### src/rtl/dijkstra_path_writer.sv
// dijkstra_path_writer
//   Once the Dijkstra engine has finished, this block walks the predecessor
//   table backwards from destination to source. It writes a length-prefixed
//   path record through a simple enable/ready write channel:
//     base+1+k : k-th node walking backward (k=0 is the destination)
//     base     : number of node words (0 on error), written last
//   A missing predecessor, an out-of-range index or a cycle (hop count
//   reaching MAX_NODES) ends the walk with error=1 and length 0.
//
// Ports
//   clock, reset             : clock and asynchronous active-high reset
//   start                    : begin a walk (accepted only in IDLE or DONE)
//   source, destination      : path endpoints, latched on accepted start
//   base_address             : record base, latched on accepted start
//   prev_vector              : flattened predecessor table, stable while busy
//   mem_write_enable/ready   : write handshake, transfer when both are high
//   mem_addr, mem_write_data : write address and zero-extended data
//   busy, done, error        : status; error and path_length valid while done
//   path_length              : node words written (0 on error)

`ifndef DEFAULT_MAX_NODES
`define DEFAULT_MAX_NODES 8
`endif
`ifndef DEFAULT_INDEX_WIDTH
`define DEFAULT_INDEX_WIDTH 4
`endif
`ifndef DEFAULT_MADDR_WIDTH
`define DEFAULT_MADDR_WIDTH 16
`endif
`ifndef DEFAULT_MDATA_WIDTH
`define DEFAULT_MDATA_WIDTH 16
`endif
`ifndef NO_PREVIOUS_NODE
`define NO_PREVIOUS_NODE '1
`endif

module dijkstra_path_writer #(
  parameter int MAX_NODES   = `DEFAULT_MAX_NODES,
  parameter int INDEX_WIDTH = `DEFAULT_INDEX_WIDTH,
  parameter int MADDR_WIDTH = `DEFAULT_MADDR_WIDTH,
  parameter int MDATA_WIDTH = `DEFAULT_MDATA_WIDTH
) (
  input  logic                             clock,
  input  logic                             reset,
  input  logic                             start,
  input  logic [INDEX_WIDTH-1:0]           source,
  input  logic [INDEX_WIDTH-1:0]           destination,
  input  logic [MADDR_WIDTH-1:0]           base_address,
  input  logic [MAX_NODES*INDEX_WIDTH-1:0] prev_vector,
  output logic                             mem_write_enable,
  input  logic                             mem_write_ready,
  output logic [MADDR_WIDTH-1:0]           mem_addr,
  output logic [MDATA_WIDTH-1:0]           mem_write_data,
  output logic                             busy,
  output logic                             done,
  output logic                             error,
  output logic [INDEX_WIDTH:0]             path_length
);

  localparam int CW = INDEX_WIDTH + 1;

  typedef enum logic [2:0] {
    S_IDLE,
    S_WRITE_NODE,
    S_GAP,
    S_WRITE_LEN,
    S_DONE
  } state_t;

  state_t                 r_state, w_state_next;
  logic [INDEX_WIDTH-1:0] r_source, w_source_next;
  logic [INDEX_WIDTH-1:0] r_node, w_node_next;
  logic [MADDR_WIDTH-1:0] r_base, w_base_next;
  logic [CW-1:0]          r_count, w_count_next;
  logic [CW-1:0]          r_len, w_len_next;
  logic                   r_to_len, w_to_len_next;  // next write after GAP is the length word
  logic                   r_busy, w_busy_next;
  logic                   r_done, w_done_next;
  logic                   r_error, w_error_next;
  logic [CW-1:0]          r_path_len, w_path_len_next;

  logic [CW-1:0]          w_count_inc;
  logic [INDEX_WIDTH-1:0] w_prev;
  logic                   w_prev_bad;
  logic [INDEX_WIDTH-1:0] w_prev_table [MAX_NODES];

  // Unflatten the predecessor table once so the lookup below is a plain mux.
  for (genvar gi = 0; gi < MAX_NODES; gi++) begin : g_prev
    assign w_prev_table[gi] = prev_vector[gi*INDEX_WIDTH +: INDEX_WIDTH];
  end

  // A current node outside the table (e.g. a bad destination) reads as
  // "no predecessor", which routes it into the error path.
  always_comb begin
    w_prev = `NO_PREVIOUS_NODE;
    for (int n = 0; n < MAX_NODES; n++) begin
      if (r_node == INDEX_WIDTH'(n)) w_prev = w_prev_table[n];
    end
  end

  assign w_count_inc = r_count + CW'(1);
  // Hitting MAX_NODES hops without reaching the source means a cycle.
  assign w_prev_bad  = (w_prev == `NO_PREVIOUS_NODE) ||
                       (32'(w_prev) >= MAX_NODES) ||
                       (32'(w_count_inc) == MAX_NODES);

  always_ff @(posedge clock or posedge reset) begin
    if (reset) begin
      r_state    <= S_IDLE;
      r_source   <= '0;
      r_node     <= '0;
      r_base     <= '0;
      r_count    <= '0;
      r_len      <= '0;
      r_to_len   <= 1'b0;
      r_busy     <= 1'b0;
      r_done     <= 1'b0;
      r_error    <= 1'b0;
      r_path_len <= '0;
    end else begin
      r_state    <= w_state_next;
      r_source   <= w_source_next;
      r_node     <= w_node_next;
      r_base     <= w_base_next;
      r_count    <= w_count_next;
      r_len      <= w_len_next;
      r_to_len   <= w_to_len_next;
      r_busy     <= w_busy_next;
      r_done     <= w_done_next;
      r_error    <= w_error_next;
      r_path_len <= w_path_len_next;
    end
  end

  always_comb begin
    w_state_next    = r_state;
    w_source_next   = r_source;
    w_node_next     = r_node;
    w_base_next     = r_base;
    w_count_next    = r_count;
    w_len_next      = r_len;
    w_to_len_next   = r_to_len;
    w_busy_next     = r_busy;
    w_done_next     = r_done;
    w_error_next    = r_error;
    w_path_len_next = r_path_len;

    case (r_state)
      S_IDLE, S_DONE: begin
        if (start) begin
          w_source_next = source;
          w_node_next   = destination;
          w_base_next   = base_address;
          w_count_next  = '0;
          w_len_next    = '0;
          w_to_len_next = 1'b0;
          w_done_next   = 1'b0;
          w_error_next  = 1'b0;
          w_busy_next   = 1'b1;
          w_state_next  = S_WRITE_NODE;
        end
      end
      S_WRITE_NODE: begin
        if (mem_write_ready) begin
          w_count_next = w_count_inc;
          w_state_next = S_GAP;
          // Source check comes first so a one-node path never looks up prev.
          if (r_node == r_source) begin
            w_len_next    = w_count_inc;
            w_to_len_next = 1'b1;
          end else if (w_prev_bad) begin
            w_len_next    = '0;
            w_error_next  = 1'b1;
            w_to_len_next = 1'b1;
          end else begin
            w_node_next = w_prev;
          end
        end
      end
      S_GAP: begin
        w_state_next = r_to_len ? S_WRITE_LEN : S_WRITE_NODE;
      end
      S_WRITE_LEN: begin
        if (mem_write_ready) begin
          w_path_len_next = r_len;
          w_done_next     = 1'b1;
          w_busy_next     = 1'b0;
          w_state_next    = S_DONE;
        end
      end
      default: w_state_next = S_IDLE;
    endcase
  end

  // Write channel is decoded straight from state so it drops the instant
  // reset is asserted and stays stable while a request waits for ready.
  always_comb begin
    mem_write_enable = 1'b0;
    mem_addr         = '0;
    mem_write_data   = '0;
    case (r_state)
      S_WRITE_NODE: begin
        mem_write_enable = 1'b1;
        mem_addr         = r_base + MADDR_WIDTH'(r_count) + MADDR_WIDTH'(1);
        mem_write_data   = MDATA_WIDTH'(r_node);
      end
      S_WRITE_LEN: begin
        mem_write_enable = 1'b1;
        mem_addr         = r_base;
        mem_write_data   = MDATA_WIDTH'(r_len);
      end
      default: ;
    endcase
  end

  assign busy        = r_busy;
  assign done        = r_done;
  assign error       = r_error;
  assign path_length = r_path_len;

endmodule
### config.mk
export PLATFORM = sky130hd
export DESIGN_NAME = dijkstra_path_writer
export DESIGN_NICKNAME = d
export VERILOG_FILES = /design/src/rtl/dijkstra_path_writer.sv
export SDC_FILE = /design/constraint.sdc
export NUM_CORES = 1
export LEC_CHECK = 0
export ABC_AREA = 1
export BUFFER_PORTS_ARGS = -buffer_cell sky130_fd_sc_hd__buf_2
export CAP_MARGIN = 20
export CORE_ASPECT_RATIO = 1.75
export CORE_UTILIZATION = 51
export CTS_CLUSTER_DIAMETER = 150
export DETAILED_ROUTE_END_ITERATION = 10
export PLACE_DENSITY_LB_ADDON = 0.2
export SYNTH_ARGS = -nofsm -noshare
export SYNTH_HDL_FRONTEND = slang
export SYNTH_SLANG_ARGS = --single-unit
### constraint.sdc
create_clock -name clock -period 2.5 [get_ports clock]
set_input_delay 0 -clock clock [delete_from_list [all_inputs] [get_ports clock]]
set_output_delay 0 -clock clock [all_outputs]
set_load 0.01 [all_outputs]
==> impl_metrics.yaml, run 1 <==
grt:
  grt_use_total_pct: 27.0
  grt-ovfl-total: 0
  grtUsageMet2_pct: 52.2
  use_met3_pct: 4.48
  grt-busiest-layer: "met2"
  grt_util_met1_pct: 24.8
  grt_pass1_wl_microns: 12900
  antenna_found_initial: 0
  grt_max_degree: 34
  grt_pass1_vias: 3107
power:
  p_clk_share_pct: 15.4
  ir_drop_v: 0.000805
  p_int_mw: 2.41
  comb_power_share_pct: 55.2
  p_seq_share_pct: 29.4
  p_sw_mw: 2.06
  total_power_mw: 4.47
  switching_share_pct: 46.1
  power_density_nw_per_um2: 1120
  leakage_nw: 2.12
job:
  max_cap_viol_count: 0
timing:
  fmax_mhz: 419
  hold_viol: 0
  clock_skew_ns: 0.00420
  finalSetupViolCount: 0
  layout_min_cycle_time_ns: 2.39
  worst_slew_pin_slew_ns: 0.902
  slew_headroom_pct: 39.5
  timing.final.max_slew_violations: 0
  fin_crit_sh_pct: 95.5
placement:
  gp_congestion: 0.917
  portBuffers: 89
  dp_hpwl_microns: 6060
  dp_cells: 593
synth:
  synthTopCellsByArea: "dfrtp_1 38%, nand2_1 15%, o21ai_0 6.3%, inv_1 5.9%, nor2_1 4.6%"
  syn_avg_cell_area_sq_um: 6.98
  synth_top_area_cell: "dfrtp_1"
  ys_types: 35
  netlist_instances: 434
  yosysTopAreaCellShare_pct: 38.0
  synth_seq_cells: 46
  yosysSeqAreaShare_pct: 38.0
  syn_area_sq_um: 3030
  yosysWarningCount: 0
cells_and_area:
  diodes: 0
  areaGrowthSynthToFinish_pct: 31.3
  fin_cells: 629
  drive_above_1_share_pct: 25.3
  nNetsFinal: 619
  layout_common_cells: "122 x nand2_1, 89 x buf_2, 46 x inv_1, 46 x dfrtp_1, 37 x o21ai_0"
  final_common_cell: "nand2_1"
run_status:
  status: "complete, no violations"
routing:
  drt_pass1_iterations: 4
  drt_iter0_drc: 78
  antenna_left: 0
  wl_per_cell_microns: 12.9
  routed_wl_microns: 8130
  num_vias: 3172
  drc: 0
  routed_via_density: 5.04
cts:
  clockBufferDepth: 2
  cts.sink_count: 46
  insertion_delay_ns: 0.31
  cts_tree: "done"
  htree_levels: 2
  cts_buffers: 5
  path_clk_slew_ns: 0.09
  root_buffer: "clkbuf_8"
floorplan:
  dieWidth_microns: 60.3
  start_util_pct: 53.8
  fp.dieArea_sq_um: 6270
  coreArea_sq_um: 5630
  rows: 36
  die_h_microns: 104
  ios: 101
setup_path:
  critical_path_required_ns: 2.50
  slowest_stage: "dfrtp_1"
  start_kind: "flip-flop"
  regToRegStartpoint: "r_state[2]"
  path_cells: "inv_2 > ha_2 > fa_2 > inv_1 > nand3_1 > nand2_1 > nand2_1 > nand2_2 > nand2_2 > nor2_4 > nand4_1 > o21ai_1 > a21oi_1 > buf_2"
  worstPathMaxFanout: 4
  worst_setup_path_end_kind: "primary output"
  cp_slowest_stage_delay_ns: 0.37
  critPathKind: "flip-flop to primary output"
  worstPathArrival_ns: 2.39
  crit_path_start: "r_count[0]"
hold_path:
  min-delay-start: "destination[1]"
  min-delay-path-class: "input port to flip-flop"
## through the flow
| stage | hold slack (ns) | utilization [%] | worst slack, ns | setup TNS, ns | area (sq um) |
|---|---|---|---|---|---|
| after floorplan | 0.110 | - | 0.563 | 0 | 3070 |
| after CTS | 0.0176 | 70.0 | 0.0335 | 0 | 3940 |
| after detailed placement | 0.124 | 62.6 | 0.203 | 0 | 3520 |
| after global routing | 0.0343 | 70.7 | -0.0275 | -0.0418 | 3980 |
| after global placement | 0.129 | 62.6 | 0.329 | 0 | 3520 |
| final | 0.0216 | 70.7 | 0.112 | 0 | 3980 |
## power by group through the flow
stage	clock network, mW	registers (mW)	logic (mW)
4_1_cts	0.695	1.30	2.42
3_5_place_dp	0	1.32	2.34
2_1_floorplan	0	1.27	1.65
3_3_place_gp	0	1.31	2.31
5_1_grt	0.726	1.35	2.77
6_report	0.688	1.31	2.46
## cells in the mapped netlist, drive strengths merged
master  instances
a21oi          13
a31o            1
a31oi           2
and2            1
buf            15
clkbuf          7
conb            1
dfrtp          46
fa              1
ha              6
inv            57
nand2         126
nand3          29
nand3b          7
nand4           4
nor2           43
nor3            6
o21ai          44
o22ai           9
o31ai           1
or2             9
xnor2           1
xor2            5
## logic make-up (layout without fill, tap and decap cells)
family | after synthesis | in the layout | share of synthesized area [%]
and+or+nand+nor | 225 | 225 | 33.5
buffers and inverters | 79 | 188 | 11.3
other | 1 | 11 | 0.124
adders and majority gates | 7 | 7 | 3.14
xor gates and xnor gates | 6 | 6 | 1.73
DFF | 46 | 46 | 38.0
AOI/OAI and AO/OA | 70 | 70 | 12.2
## what timing repair did
item / 4_1_cts / 5_1_grt
setup buffers: 1 / 1
resized for setup: 3 / 8
pin swaps: 0 / 3
endpoints found under the setup margin: 3 / 5
hold buffers: 26 / 0
hold endpoints to repair: 49 / 0
## state kept, by name (all words and copies together), names as in the netlist
signal	flops
error	1
r_count	5
r_node	4
path_length	5
r_to_len	1
r_source	4
r_base	16
r_state	3
busy	1
done	1
r_len	5
## layout make-up
type | instances | area, sq um
inverter | 57 | 214
clock inverter | 2 | 60.1
multi-input combinational | 319 | 1610
timing repair buffer | 123 | 766
fill | 509 | 1650
clock buffer | 6 | 82.6
tap | 76 | 95.1
sequential | 46 | 1150
## path summary, 6_finish.rpt
| check | end | slack (ns) | cells past startpoint |
|---|---|---|---|
| hold reg to reg | r_len[2] | 0.47 | 2 |
| setup / recovery | mem_addr[12] | 0.11 | 14 |
| setup reg to reg | done | 0.63 | 9 |
| max in group asynchronous | r_len[2] | 1.45 | 4 |
| min in group asynchronous | r_base[3] | 0.33 | 3 |
| hold / removal | r_node[1] | 0.02 | 5 |
## layer usage
metal	up-vias	share of wire, %
li1	1597	-
met1	1437	36
met2	117	56
met3	21	4.4
met4	0	3.2
met5	-	0
## critical path: cells and delay by family (launching register included)
kind,cells,cell delay [ns]
compound gates,2,0.23
buf+inv,3,0.27
flops,1,0.37
simple gates,7,0.69
fa+ha+maj,2,0.53
No activity file was read; power rests on OpenSTA's default activity.
==> inputs of run 2 (changes only) <==
--- a/config.mk
+++ b/config.mk
@@ -13,6 +13,7 @@
 export CTS_CLUSTER_DIAMETER = 150
 export DETAILED_ROUTE_END_ITERATION = 10
 export PLACE_DENSITY_LB_ADDON = 0.2
+export RECOVER_POWER = 100
 export SYNTH_ARGS = -nofsm -noshare
 export SYNTH_HDL_FRONTEND = slang
 export SYNTH_SLANG_ARGS = --single-unit
==> impl_metrics.yaml, run 2 (synthesis results as in run 1) <==
run_status:
  status: "complete, no violations"
cells_and_area:
  layout_common_cells: "123 x nand2_1, 68 x buf_2, 48 x inv_1"
  largest_register_ffs: 16
  diodes: 0
  fin_cells: 629
  areaGrowthSynthToFinish_pct: 28.9
  nNetsFinal: 619
  regMostFlops: "r_base"
  final_core_util_pct: 69.4
  final_common_cell: "nand2_1"
  drive_above_1_share_pct: 19.9
power:
  p_int_mw: 2.32
  switching_share_pct: 46.5
  ir_drop_v: 0.000800
  p_sw_mw: 2.02
  p_seq_share_pct: 30.2
  comb_power_share_pct: 54.0
  p_clk_share_pct: 15.8
  leakage_nw: 2.02
  power_density_nw_per_um2: 1110
setup_path:
  worstPathMaxFanout: 4
  worstPathArrival_ns: 2.39
  critical_path_required_ns: 2.50
  start_kind: "flip-flop"
  worst_setup_path_end_kind: "primary output"
  critPathKind: "flip-flop to primary output"
grt:
  grt_pass1_wl_microns: 12900
  grt_max_degree: 34
  antenna_found_initial: 0
  grt-ovfl-total: 0
  grt_pass1_vias: 3107
  grt_use_total_pct: 27.0
timing:
  slew_headroom_pct: 26.0
  layout_min_cycle_time_ns: 2.39
  timing.final.max_slew_violations: 0
  fin_tns_setup_ns: 0
  finalSetupViolCount: 0
  hold_ws_ns: 0.0250
  fmax_mhz: 419
  worst_slack_ns: 0.112
  worst_slew_pin_slew_ns: 1.11
  hold_viol: 0
  clock_skew_ns: 0.00440
  fin_crit_sh_pct: 95.5
floorplan:
  die_h_microns: 104
  dieWidth_microns: 60.3
  fp.dieArea_sq_um: 6270
  rows: 36
  coreArea_sq_um: 5630
  start_util_pct: 53.8
  ios: 101
hold_path:
  min-delay-path-class: "input port to flip-flop"
cts:
  clockBufferDepth: 2
  cts_tree: "done"
  htree_levels: 2
  insertion_delay_ns: 0.31
  cts_buffers: 5
  root_buffer: "clkbuf_8"
  cts.sink_count: 46
  path_clk_slew_ns: 0.09
placement:
  gp_congestion: 0.917
  pre_cts_ws_ns: 0.203
  dp_cells: 593
  portBuffers: 89
  dp_hpwl_microns: 6060
routing:
  antenna_left: 0
  routed_wl_microns: 8100
  drt_pass1_iterations: 4
  num_vias: 3197
  routed_via_density: 5.08
  drt_iter0_drc: 82
  drc: 0
  wl_per_cell_microns: 12.9
job:
  max_cap_viol_count: 0
[run 2: final timing paths]
| path | cells after the start | slack, ns | from | to |
|---|---|---|---|---|
| worst min register to register | 2 | 0.47 | r_len[2] | r_len[2] |
| worst min-delay path | 5 | 0.03 | destination[1] | r_node[1] |
| min in group asynchronous | 3 | 0.33 | reset | r_base[9] |
| worst max register to register | 11 | 0.25 | r_state[0] | r_to_len |
| worst max-delay path | 14 | 0.11 | r_count[0] | mem_addr[12] |
| max in group asynchronous | 4 | 0.74 | reset | r_len[2] |
[run 2: timing repair]
item                                   4_1_cts  5_1_grt
setup endpoints to repair                    3        5
setup buffers                                1        1
hold buffers                                26        0
pin swaps                                    0        3
resized for setup                            3        8
endpoints found under the hold margin       49        0
[run 2: area by class of cell]
| cell class | count | area (sq um) |
|---|---|---|
| well taps | 76 | 95.1 |
| repair buffers | 123 | 727 |
| clock buffers | 6 | 82.6 |
| flip-flops and latches | 46 | 1150 |
| fillers | 522 | 1730 |
| multi-input cells | 319 | 1580 |
| clock inverters | 2 | 60.1 |
| inverters | 57 | 214 |
[run 2: power by group through the flow]
| stage | clock, mW | combinational (mW) | sequential, mW |
|---|---|---|---|
| after floorplan | 0 | 1.65 | 1.27 |
| after global placement | 0 | 2.31 | 1.31 |
| after detailed placement | 0 | 2.34 | 1.32 |
| after CTS | 0.695 | 2.42 | 1.30 |
| after global routing | 0.726 | 2.64 | 1.34 |
| final | 0.686 | 2.34 | 1.31 |
[run 2: stage by stage]
stage / instance area (sq um) / power [mW]
5_1_grt: 3910 / 4.71
4_1_cts: 3940 / 4.42
6_report: 3910 / 4.34
3_3_place_gp: 3520 / 3.62
3_5_place_dp: 3520 / 3.66
2_1_floorplan: 3070 / 2.92
[run 2: metal layers]
metal	vias up	global-route usage (%)	wire, microns
li1	1600	-	-
met1	1447	24.8	2900
met2	127	52.2	4560
met3	23	4.48	378
met4	0	13.1	272
met5	-	0	0
[run 2: critical path: stages (launching register included)]
cell and delay [ns]:
dfrtp_1 0.37, inv_2 0.06, ha_2 0.18, fa_2 0.35
inv_1 0.06, nand3_1 0.05, nand2_1 0.09, nand2_1 0.08
nand2_2 0.11, nand2_2 0.08, nor2_4 0.14, nand4_1 0.13
o21ai_1 0.17, a21oi_1 0.06, buf_2 0.14
==> inputs of run 3 (changes only) <==
--- a/config.mk
+++ b/config.mk
@@ -12,6 +12,7 @@
 export CORE_UTILIZATION = 51
 export CTS_CLUSTER_DIAMETER = 150
 export DETAILED_ROUTE_END_ITERATION = 10
+export MAX_ROUTING_LAYER = met4
 export PLACE_DENSITY_LB_ADDON = 0.2
 export RECOVER_POWER = 100
 export SYNTH_ARGS = -nofsm -noshare
==> impl_metrics.yaml, run 3 (synthesis results as in run 1) <==
routing:
  wl_per_cell_microns: 12.9
  drt_pass1_iterations: 4
  drc: 0
  routed_via_density: 5.08
  antenna_left: 0
  num_vias: 3197
  drt_iter0_drc: 82
  routed_wl_microns: 8100
grt:
  grt_max_degree: 34
  grt-ovfl-total: 0
  grt_use_total_pct: 27.7
  grt_pass1_wl_microns: 12900
  antenna_found_initial: 0
  grt_pass1_vias: 3103
cts:
  root_buffer: "clkbuf_8"
  clockBufferDepth: 2
  htree_levels: 2
  cts.sink_count: 46
  path_clk_slew_ns: 0.09
  cts_buffers: 5
  cts_tree: "done"
  insertion_delay_ns: 0.31
power:
  comb_power_share_pct: 54.0
  ir_drop_v: 0.000800
  power_density_nw_per_um2: 1110
  leakage_nw: 2.02
  p_int_mw: 2.32
  p_seq_share_pct: 30.2
  total_power_mw: 4.34
  p_sw_mw: 2.02
  switching_share_pct: 46.5
  p_clk_share_pct: 15.8
timing:
  worst_slew_pin_slew_ns: 1.11
  fmax_mhz: 419
  fin_crit_sh_pct: 95.5
  clock_skew_ns: 0.00440
  finalSetupViolCount: 0
  timing.final.max_slew_violations: 0
  layout_min_cycle_time_ns: 2.39
  slew_headroom_pct: 26.0
  hold_viol: 0
floorplan:
  dieWidth_microns: 60.3
  coreArea_sq_um: 5630
  ios: 101
  start_util_pct: 53.8
  fp.dieArea_sq_um: 6270
  die_h_microns: 104
  rows: 36
cells_and_area:
  nNetsFinal: 619
  layout_common_cells: "123 x nand2_1, 68 x buf_2, 48 x inv_1"
  finalInstanceArea_sq_um: 3910
  drive_above_1_share_pct: 19.9
  final_common_cell: "nand2_1"
  diodes: 0
  regMostFlops: "r_base"
  areaGrowthSynthToFinish_pct: 28.9
  largest_register_ffs: 16
  nFillCells: 522
setup_path:
  cp-endpoint: "mem_addr[12]"
  ff2ff_path_depth: 11
  r2r_end: "r_to_len"
  critical_path_required_ns: 2.50
  crit_path_start: "r_count[0]"
  worstPathArrival_ns: 2.39
  reg2reg_slack_ns: 0.25
  worstPathMaxFanout: 4
  start_kind: "flip-flop"
  critPathKind: "flip-flop to primary output"
  regToRegStartpoint: "r_state[0]"
  worst_setup_path_end_kind: "primary output"
job:
  max_cap_viol_count: 0
hold_path:
  worstHoldPathCells: 5
  min-delay-path-class: "input port to flip-flop"
placement:
  gp_congestion: 0.933
  postPlaceCellArea_sq_um: 3520
  dp_hpwl_microns: 6060
  portBuffers: 89
run_status:
  status: "complete, no violations"
==> run 3: cell counts in the layout (fill, tap and decap cells not counted) <==
Identical to the previous run, type by type.
==> run 3: timing repair <==
| item | 4_1_cts | 5_1_grt |
|---|---|---|
| setup buffers | 1 | 1 |
| endpoints found under the hold margin | 49 | 0 |
| setup endpoints to repair | 3 | 5 |
| hold buffers | 26 | 0 |
| resized for setup | 3 | 8 |
| pin swaps | 0 | 3 |
==> run 3: metrics by stage <==
stage               util (%)  hold WS [ns]  setup WS [ns]  cells  setup TNS [ns]
floorplan                  -         0.110          0.563    444               0
global placement        62.6         0.129          0.329    593               0
detailed placement      62.6         0.124          0.203    593               0
CTS                     70.0        0.0176         0.0335    628               0
global route            69.4        0.0343        -0.0275    629         -0.0448
finish                  69.4        0.0251          0.112    629               0
==> run 3: worst max-delay path, stage by stage, from the launching register on <==
cell	delay, ns
dfrtp_1	0.37
inv_2	0.06
ha_2	0.18
fa_2	0.35
inv_1	0.06
nand3_1	0.05
nand2_1	0.09
nand2_1	0.08
nand2_2	0.11
nand2_2	0.08
nor2_4	0.14
nand4_1	0.13
o21ai_1	0.17
a21oi_1	0.06
buf_2	0.14
==> run 3: worst min path at each step <==
stage / start / endpoint
after global routing: destination[1] / r_node[1]
after floorplan: base_address[2] / r_base[2]
after global placement: reset / r_base[14]
final: destination[1] / r_node[1]
after CTS: destination[1] / r_node[1]
after detailed placement: reset / r_base[14]
==> run 3: layer usage <==
layer,GRT usage [%],wire (microns)
met1,24.8,2900
met2,52.2,4560
met3,4.48,378
met4,13.1,272
met5,-,0
==> run 3: layout make-up <==
| cell class | count | area, sq um | share of cell area [%] |
|---|---|---|---|
| inverters | 57 | 214 | 5.48 |
| clock inverters | 2 | 60.1 | 1.54 |
| flip-flops and latches | 46 | 1150 | 29.5 |
| clock buffers | 6 | 82.6 | 2.11 |
| well taps | 76 | 95.1 | 2.44 |
| multi-input cells | 319 | 1580 | 40.3 |
| repair buffers | 123 | 727 | 18.6 |
==> run 3: power by group through the flow <==
stage	logic (mW)	clock network [mW]	registers, mW
3_5_place_dp	2.34	0	1.32
5_1_grt	2.64	0.726	1.34
3_3_place_gp	2.31	0	1.31
6_report	2.34	0.686	1.31
2_1_floorplan	1.65	0	1.27
4_1_cts	2.42	0.695	1.30
